<file path="src/rtl/spi_rx_packer_pkg.sv">
// Shared definitions for the SPI receive packer: FSM state encoding,
// byte-count width and beat-size encodings shared with the shift core.
package spi_rx_packer_pkg;

  typedef enum logic {
    ST_FILL  = 1'b0,
    ST_DRAIN = 1'b1
  } state_e;

  // Buffer occupancy counter width (0..8 bytes)
  localparam int CNT_W = 4;

  // in_bytes encodings: valid bytes in beat minus one
  localparam logic [1:0] BEAT_8  = 2'd0;
  localparam logic [1:0] BEAT_16 = 2'd1;
  localparam logic [1:0] BEAT_24 = 2'd2;
  localparam logic [1:0] BEAT_32 = 2'd3;

  // Byte j (0 = first received) of an LSB-aligned beat holding n+1 bytes;
  // the most significant valid byte arrives first.
  function automatic logic [7:0] beat_byte(input logic [31:0] d,
                                           input logic [1:0]  n,
                                           input logic [1:0]  j);
    logic [1:0] sel;
    sel = n - j;
    return d[{sel, 3'b000} +: 8];
  endfunction

endpackage

</file>
<file path="src/rtl/spi_rx_packer_idle_timer.sv">
// Idle timer for the RX packer: counts while run_i is high, clears otherwise,
// and pulses expire_o on the cycle the count reaches TIMEOUT_CYCLES-1.
module spi_rx_idle_timer #(
  parameter int TIMEOUT_CYCLES = 64
) (
  input  logic clk_i,
  input  logic rst_n_i,
  input  logic clr_i,
  input  logic run_i,
  output logic expire_o
);

  localparam int TW = (TIMEOUT_CYCLES > 2) ? $clog2(TIMEOUT_CYCLES) : 1;

  logic [TW-1:0] cnt_q, cnt_d;

  assign expire_o = run_i && (cnt_q == TW'(TIMEOUT_CYCLES - 1));

  // Next count: restart on expiry or whenever the idle condition drops
  always_comb begin
    cnt_d = '0;
    if (run_i && !expire_o) cnt_d = cnt_q + 1'b1;
  end

  // Counter register with synchronous reset/clear
  always_ff @(posedge clk_i) begin
    if (!rst_n_i || clr_i) cnt_q <= '0;
    else                   cnt_q <= cnt_d;
  end

endmodule

</file>
<file path="src/rtl/spi_rx_packer.sv">
// SPI receive packer: gathers 8..32-bit beats from the shift core into
// 32-bit words for the RX FIFO, with flush of partial words.
// Optional feature macro: SPI_RX_PACKER_TIMEOUT_EN (idle auto-flush timer).
module spi_rx_packer
  import spi_rx_packer_pkg::*;
#(
  parameter int TIMEOUT_CYCLES = 64
) (
  input  logic        clk_i,
  input  logic        rst_n_i,
  input  logic        clr_i,
  input  logic        rev_i,
  input  logic        in_valid_i,
  output logic        in_ready_o,
  input  logic [31:0] in_data_i,
  input  logic [1:0]  in_bytes_i,
  input  logic        flush_i,
  output logic        out_valid_o,
  input  logic        out_ready_i,
  output logic [31:0] out_data_o,
  output logic [2:0]  out_bytes_o
);

  logic [7:0][7:0]  buf_q, buf_d, buf_pop;
  logic [CNT_W-1:0] cnt_q, cnt_d, cnt_mid, pop_n, push_n;
  state_e           state_q, state_d;
  logic             in_hs, out_hs, tmo_expire;

  // Handshake-facing outputs depend only on registered state
  assign in_ready_o  = (state_q == ST_FILL) && (cnt_q <= 4'd4);
  assign out_valid_o = (state_q == ST_FILL) ? (cnt_q >= 4'd4) : (cnt_q != '0);
  assign out_bytes_o = ((state_q == ST_FILL) || (cnt_q >= 4'd4)) ? 3'd4 : cnt_q[2:0];

  assign in_hs  = in_valid_i && in_ready_o;
  assign out_hs = out_valid_o && out_ready_i;
  assign pop_n  = out_hs ? {1'b0, out_bytes_o} : '0;
  assign push_n = in_hs ? ({2'b00, in_bytes_i} + 4'd1) : '0;

  // Head bytes onto output lanes; lanes past the occupancy read as zero
  always_comb begin
    out_data_o = '0;
    for (int k = 0; k < 4; k++) begin
      if (4'(k) < cnt_q)
        out_data_o[8*(rev_i ? (3 - k) : k) +: 8] = buf_q[k];
    end
  end

  // Buffer next state: pop from the head first, then append behind the rest
  always_comb begin
    buf_pop = '0;
    buf_d   = '0;
    cnt_mid = cnt_q - pop_n;
    for (int i = 0; i < 8; i++) begin
      if ((4'(i) + pop_n) < 4'd8) buf_pop[i] = buf_q[3'(4'(i) + pop_n)];
    end
    for (int i = 0; i < 8; i++) begin
      buf_d[i] = buf_pop[i];
      if (in_hs && (4'(i) >= cnt_mid) && ((4'(i) - cnt_mid) <= {2'b00, in_bytes_i}))
        buf_d[i] = beat_byte(in_data_i, in_bytes_i, 2'(4'(i) - cnt_mid));
    end
    cnt_d = cnt_mid + push_n;
  end

`ifdef SPI_RX_PACKER_TIMEOUT_EN
  logic tmo_run;
  assign tmo_run = (state_q == ST_FILL) && (cnt_q != '0) && (cnt_q <= 4'd3) && !in_hs;

  spi_rx_idle_timer #(
    .TIMEOUT_CYCLES (TIMEOUT_CYCLES)
  ) u_idle_timer (
    .clk_i    (clk_i),
    .rst_n_i  (rst_n_i),
    .clr_i    (clr_i),
    .run_i    (tmo_run),
    .expire_o (tmo_expire)
  );
`else
  assign tmo_expire = 1'b0;
`endif

  // FSM next state: enter DRAIN to emit a partial word, return once empty
  always_comb begin
    state_d = state_q;
    case (state_q)
      ST_FILL:  if ((flush_i || tmo_expire) && (cnt_q != '0)) state_d = ST_DRAIN;
      ST_DRAIN: if (cnt_q == '0) state_d = ST_FILL;
      default:  state_d = ST_FILL;
    endcase
  end

  // State registers; reset and clear both discard all buffered bytes
  always_ff @(posedge clk_i) begin
    if (!rst_n_i || clr_i) begin
      state_q <= ST_FILL;
      cnt_q   <= '0;
      buf_q   <= '0;
    end else begin
      state_q <= state_d;
      cnt_q   <= cnt_d;
      buf_q   <= buf_d;
    end
  end

endmodule

</file>
<file path="config.mk">
export PLATFORM = sky130hd
export DESIGN_NAME = spi_rx_packer
export DESIGN_NICKNAME = d
export VERILOG_FILES = /design/src/rtl/spi_rx_packer_pkg.sv /design/src/rtl/spi_rx_packer_idle_timer.sv /design/src/rtl/spi_rx_packer.sv
export SDC_FILE = /design/constraint.sdc
export NUM_CORES = 1
export LEC_CHECK = 0
export ABC_AREA = 0
export BUFFER_PORTS_ARGS = -buffer_cell sky130_fd_sc_hd__buf_2
export CAP_MARGIN = 40
export CORE_MARGIN = 4
export CORE_UTILIZATION = 45
export DETAILED_ROUTE_END_ITERATION = 16
export PLACE_DENSITY_LB_ADDON = 0.05
export SETUP_SLACK_MARGIN = 0.1
export SLEW_MARGIN = 20
export SYNTH_ARGS = -nofsm -noshare
export SYNTH_HDL_FRONTEND = slang
export SYNTH_SLANG_ARGS = --single-unit
</file>
<file path="constraint.sdc">
create_clock -name clk_i -period 6.3 [get_ports clk_i]
set_clock_uncertainty 0.2 [all_clocks]
set_input_delay 1.26 -clock clk_i [delete_from_list [all_inputs] [get_ports clk_i]]
set_output_delay 1.26 -clock clk_i [all_outputs]
set_load 0.005 [all_outputs]
</file>
== Word level (Yosys, flattened, before mapping) ==
Cells that the tools add are included.
Storage, ports and cells
  latch bits: 0
  flip-flop bits (word level): 69
  output and inout bits: 37
  memories kept: 0
  logic and storage cells: 171
  memory bits (read-only): 0
  memory bits (writable): 0
Operators by class
  magnitude comparators: 38
  eq/ne operators: 0
  multiply operators: 0
  multiplexer cells: 50
  $add $sub $neg: 30
  bitwise operators: 2
  reduce and logical (&&, ||, !) cells: 25
  divide/modulo/power cells: 0
  shifts and indexed selects: 16
Operators by type and width (count)
  32-bit by 6-bit indexed part select with 8-bit output: 8
  8-bit binary-select mux with 3-bit select: 8
  8-bit two-way mux: 24
  5-bit negator with 33-bit output: 4
  8-bit by 33-bit variable shift with 32-bit output (first input constant): 4
  8-bit by 33-bit indexed part select with 32-bit output: 4
  32-bit two-way mux: 4
  32-bit bitwise mux: 3
  3-bit by 4-bit < comparator with 1-bit output (second input constant): 9
  32-bit bitwise AND: 1
  4-bit by 2-bit <= comparator with 1-bit output: 8
  4-bit < comparator (second input constant): 7
  1-bit logical AND: 20
  3-bit by 3-bit adder with 4-bit output (first input constant): 4
  3-bit by 4-bit greater-or-equal comparator with 1-bit output (first input constant): 4
  2-bit subtractor: 8
  3-bit by 4-bit subtractor with 4-bit output (first input constant): 4
  3-bit two-way mux: 3
  2-bit by 3-bit adder with 4-bit output (first input constant): 2
  1-bit by 4-bit greater-or-equal comparator with 1-bit output (first input constant): 2
  2-bit by 4-bit greater-or-equal comparator with 1-bit output (first input constant): 2
  1-bit by 4-bit < comparator with 1-bit output (first input constant): 2
  2-bit by 4-bit < comparator with 1-bit output (first input constant): 2
  2-bit two-way mux: 4
  15 further kinds: 20

== Longest topological paths before layout ==
  depth after elaboration: 11
  mapped depth: 20

== Worst setup path before layout ==
Ideal clock, no wire load.
  path type: in2reg
  start point: input port out_ready_i
  end point: register buf_q[48] in the netlist's numbering
  data arrival time: 5324 ps
  path buffers: 4
  path slack: 659 ps
  required time: 5983 ps
  setup time: 117 ps
  cell stages on the path: 15
  cell sequence: nor4bb_1 -> buf_4 -> nand2_8 -> inv_6 -> buf_12 -> buf_6 -> buf_6 -> ha_1 -> fa_1 -> inv_1 -> ha_1 -> ha_1 -> xnor2_1 -> mux4_2 -> a22o_1
Between the ends
  longest elaborated chain between the ends: 7
  elaborated cells on any way between the ends: 16
  those cells by class: add/sub (4); order compare (3); shift (1); mux (5); reduce/logical (3)
RTL lines
  start: declaration: RTL line spi_rx_packer.sv:19  | input logic out_ready_i,
  1-bit logical AND (*): RTL line spi_rx_packer.sv:35  | assign out_hs = out_valid_o && out_ready_i;
  3-bit two-way mux (*): RTL line spi_rx_packer.sv:36  | assign pop_n = out_hs ? {1'b0, out_bytes_o} : '0;
  4-bit by 3-bit subtractor with 4-bit output / 3-bit by 3-bit adder with 4-bit output (equally long branches): RTL line spi_rx_packer.sv:52, spi_rx_packer.sv:54
  3-bit by 4-bit subtractor with 4-bit output (tied with other cells): RTL line spi_rx_packer.sv:59  | buf_d[i] = beat_byte(in_data_i, in_bytes_i, 2'(4'(i) - cnt_mid));
  2-bit subtractor (tied with other cells): RTL line spi_rx_packer_pkg.sv:25  | sel = n - j;
  32-bit by 6-bit indexed part select with 8-bit output (tied with other cells): RTL line spi_rx_packer_pkg.sv:26  | return d[{sel, 3'b000} +: 8];
  8-bit two-way mux (*): RTL line spi_rx_packer.sv:58  | if (in_hs && (4'(i) >= cnt_mid) && ((4'(i) - cnt_mid) <= {2'b00, in_bytes_i}))
  end signal: assignment: RTL line spi_rx_packer.sv:100  | buf_q <= buf_d;
  end: declaration: RTL line spi_rx_packer.sv:24  | logic [7:0][7:0] buf_q, buf_d, buf_pop;
Every way passes the cells marked *; elsewhere a longest branch is shown, timed or not. The select of a mux whose other input is x is not followed.
A chain may end at the register's enable or synchronous reset.

== Worst setup path in the final report ==
  start point: input port out_ready_i
  end point: register buf_q[17] in the netlist's numbering
Between the ends
  longest elaborated chain between the ends: 7
  elaborated cells on any way between the ends: 16
  those cells by class: add/sub (4); order compare (3); shift (1); mux (5); reduce/logical (3)
RTL lines (RTL line)
  1-bit logical AND (*): spi_rx_packer.sv:35
  3-bit two-way mux (*): spi_rx_packer.sv:36
  4-bit by 3-bit subtractor with 4-bit output / 2-bit by 3-bit adder with 4-bit output (equally long branches): spi_rx_packer.sv:52, spi_rx_packer.sv:54
  2-bit by 4-bit subtractor with 4-bit output (tied with other cells): spi_rx_packer.sv:59
  2-bit subtractor (tied with other cells): spi_rx_packer_pkg.sv:25
  32-bit by 6-bit indexed part select with 8-bit output (tied with other cells): spi_rx_packer_pkg.sv:26
  8-bit two-way mux (*): spi_rx_packer.sv:58
Marks and branches as above.

==> metrics <==
post-synthesis async set-or-reset flop share 0%; Critical-path top delay cell and4_1; Met1 Routed Length 10.8 mm; CP Launch Type input pin; most frequent cells in the layout 78 x buf_2, 72 x mux4_2, 68 x dfxtp_1, 67 x nand3_1, 49 x mux2i_1; drt via density approximately 7; register area share after synthesis between 20% and 30%; Final setup viols 0; Net Count, Synth between 700 and 800; most common cell after layout, fill and taps aside buf_2; Crit path buffers/inverters 3; final wirelength ~25 mm; clock root cell clkbuf_16; Resize count post-CTS 0; Mapped Area ~6900 µm²; TritonCTS Buffers 9; RD Place Congestion 0.923; first-pass GRT wire length between 30 and 40 mm; Worst path top cell family by delay simple AND/OR/NAND/NOR gates; Buffers on Ports between 70 and 80; Max Root-Sink Buffers 2; Worst path max stage delay 0.64 ns; Nets approximately 830; CP Data Required Time around 6.4 ns; yosys synthesis warning count 0; final hold violation count 0; RSZ-0062 raised after global routing false; cts hold-fix bufs 0; fin crit period 4.92 ns; Setup TNS 0 ns; Ports 78; area grow syn2layout 11.6%; hold_sp state_q$_SDFF_PP0_; DR vias 6,715; Pleak about 2.8 nW; PD cells about 180 nW/µm²; syn avg cell area around 9.6 µm²; outcome finished clean; Clock transition at path regs 0.06 ns; clk_lat worst skew 0.33 ns; met2 wire len slightly above 10 mm; dominant synthesized flop cell dfxtp_1; clock sinks just under 70; part of the power in combinational logic between 30% and 40%; Crit. End Element flop; Slew headroom around 40%; sw power ~510 µW; htree depth 3; CTS tree yes; Peak Freq between 0.2 and 0.25 GHz; pin slew with the least headroom to its limit 0.888 ns; Pint approximately 900 µW; post-CTS setup buffer count 0; Post-synth EDFFs 0; Cells after Synth between 700 and 800; total grt overflow 0; Setup CP Type input pin to flop; worst r2r src state_q$_SDFF_PP0_; GRT Total Usage between 20 and 30%; die height between 100 and 150 µm; Pwr Total about 1.4 mW; Peak VDD IR between 150 and 200 µV; fin crit share between 70% and 80%; DIE AREA ~17,000 µm²; ant diodes 0; top sig layer met4; num rows between 40 and 50; routed len/inst 26.1 µm; part of the power in the clock network between 30 and 40%; utilization of the core after routing 52.2%; largest net degree at the start of global routing 59; DR DRC count 0; Initial DRT Pass Iterations 5; vias in the first global route between 6,000 and 7,000; initial antenna violation count 0; worst reg2reg endpoint buf_q[17]$_SDFF_PP0_; Final Max Tran Viols 0; die width roughly 130 µm; Synth cell types 58; Placeable Area between 10,000 and 15,000 µm²; CP arrival about 5.0 ns; Hold Path Sink state_q$_SDFF_PP0_; worst hold path type flop to flop; crit-path max FO 25; post-DP HPWL roughly 18 mm; Final ANT Viol Nets 0; CP most frequent cell ha_1; R2R depth 13; crit-path cells buf_2, nor4bb_4, nand2_8, inv_6, ha_1, fa_1, inv_1, ha_1, ha_1, nor2b_1, o22ai_1, and4_1, nand2_1, a31oi_1; share of layout cells above drive strength 1 approximately 28%; Max-Cap Viols 0; Fill cells 1,349; sequential share of power a little over a third; DR iter-0 viols 840; FF-to-FF setup slack between 1.5 and 2 ns; met3 wire len between 3 and 4 mm; Starting Density around 47%; Yosys reg bits a little under 70; WHS Path Cells 1; Sw Ratio a little over a third; number of stages on the worst setup path 14
## sequential cells by signal, summed over array words and instances (netlist names)
signal and flops:
state_q 1, buf_q 64, cnt_q 4
## power groups by stage
stage	sequential, mW	clock, mW	combinational (mW)
4_1_cts	0.491	0.459	0.451
3_5_place_dp	0.501	0	0.450
6_report	0.493	0.461	0.461
5_1_grt	0.495	0.479	0.492
3_3_place_gp	0.502	0	0.436
2_1_floorplan	0.479	0	0.305
## how the worst max path moves through the flow
stage | from | to | slack (ns)
2_1_floorplan | out_ready_i | buf_q[48]$_SDFF_PP0_ | 0.66
3_3_place_gp | out_ready_i | buf_q[34]$_SDFF_PP0_ | 1.10
3_5_place_dp | out_ready_i | buf_q[34]$_SDFF_PP0_ | 1.06
4_1_cts | out_ready_i | buf_q[34]$_SDFF_PP0_ | 1.38
5_1_grt | out_ready_i | buf_q[34]$_SDFF_PP0_ | 1.04
6_report | out_ready_i | buf_q[17]$_SDFF_PP0_ | 1.38
## Yosys cell counts (9+ instances only)
master	number	area, µm²
nand2_1	44	165
a22o_1	32	280
nor2_1	13	48.8
buf_2	12	60.1
inv_1	10	37.5
mux2i_1	49	490
mux4_2	72	1620
buf_1	9	33.8
and3_1	28	175
dfxtp_1	69	1380
clkbuf_1	39	146
nand3_1	67	335
o31ai_1	16	120
a21boi_0	16	120
a211oi_1	9	67.6
o21ai_0	25	125
ha_1	25	313
nand3b_1	17	128
a32oi_1	16	140
a31oi_1	17	106
a21oi_1	45	225
## worst reg2reg max path: cells and delay by family (launching register included)
family	cells	cell delay, ns
and+or+nand+nor	5	1.71
AOI/OAI and AO/OA	2	0.43
adders and majority gates	4	1.28
buffers and inverters	2	0.34
DFF	1	0.46
## layout make-up
| type | instances | area [µm²] | share of cell area [%] |
|---|---|---|---|
| multi-input combinational | 565 | 5150 | 66.9 |
| sequential | 69 | 1380 | 18.0 |
| timing repair buffer | 105 | 621 | 8.06 |
| clock buffer | 11 | 243 | 3.15 |
| tap | 184 | 230 | 2.99 |
| inverter | 14 | 62.6 | 0.813 |
| clock inverter | 2 | 12.5 | 0.163 |
## kinds of logic after synthesis
| family | after synthesis | synth area share, % |
|---|---|---|
| multiplexers | 129 | 31.9 |
| XOR/XNOR | 12 | 1.63 |
| flip-flops | 69 | 20.0 |
| adder cells (fa/ha/maj) | 27 | 5.11 |
| AO/OA/AOI/OAI | 199 | 20.3 |
| AND/OR/NAND/NOR | 198 | 15.4 |
| buffers and inverters | 81 | 5.60 |
## per-layer routing
| layer | global-route usage [%] | up-vias |
|---|---|---|
| met5 | 0 | - |
| met4 | 7.00 | 0 |
| met3 | 7.82 | 39 |
| met2 | 38.4 | 458 |
| met1 | 42.3 | 3282 |
| li1 | - | 2936 |
## metrics by stage
stage / worst slack [ns] / hold slack [ns] / instance area (µm²) / instances
after global placement: 1.10 / 0.466 / 7360 / 930
after floorplan: 0.659 / 0.322 / 6900 / 715
after detailed placement: 1.06 / 0.468 / 7410 / 936
final: 1.38 / 0.466 / 7700 / 950
after CTS: 1.38 / 0.475 / 7670 / 949
after global routing: 1.04 / 0.510 / 7700 / 950
Power figures use the tool's default switching activity.
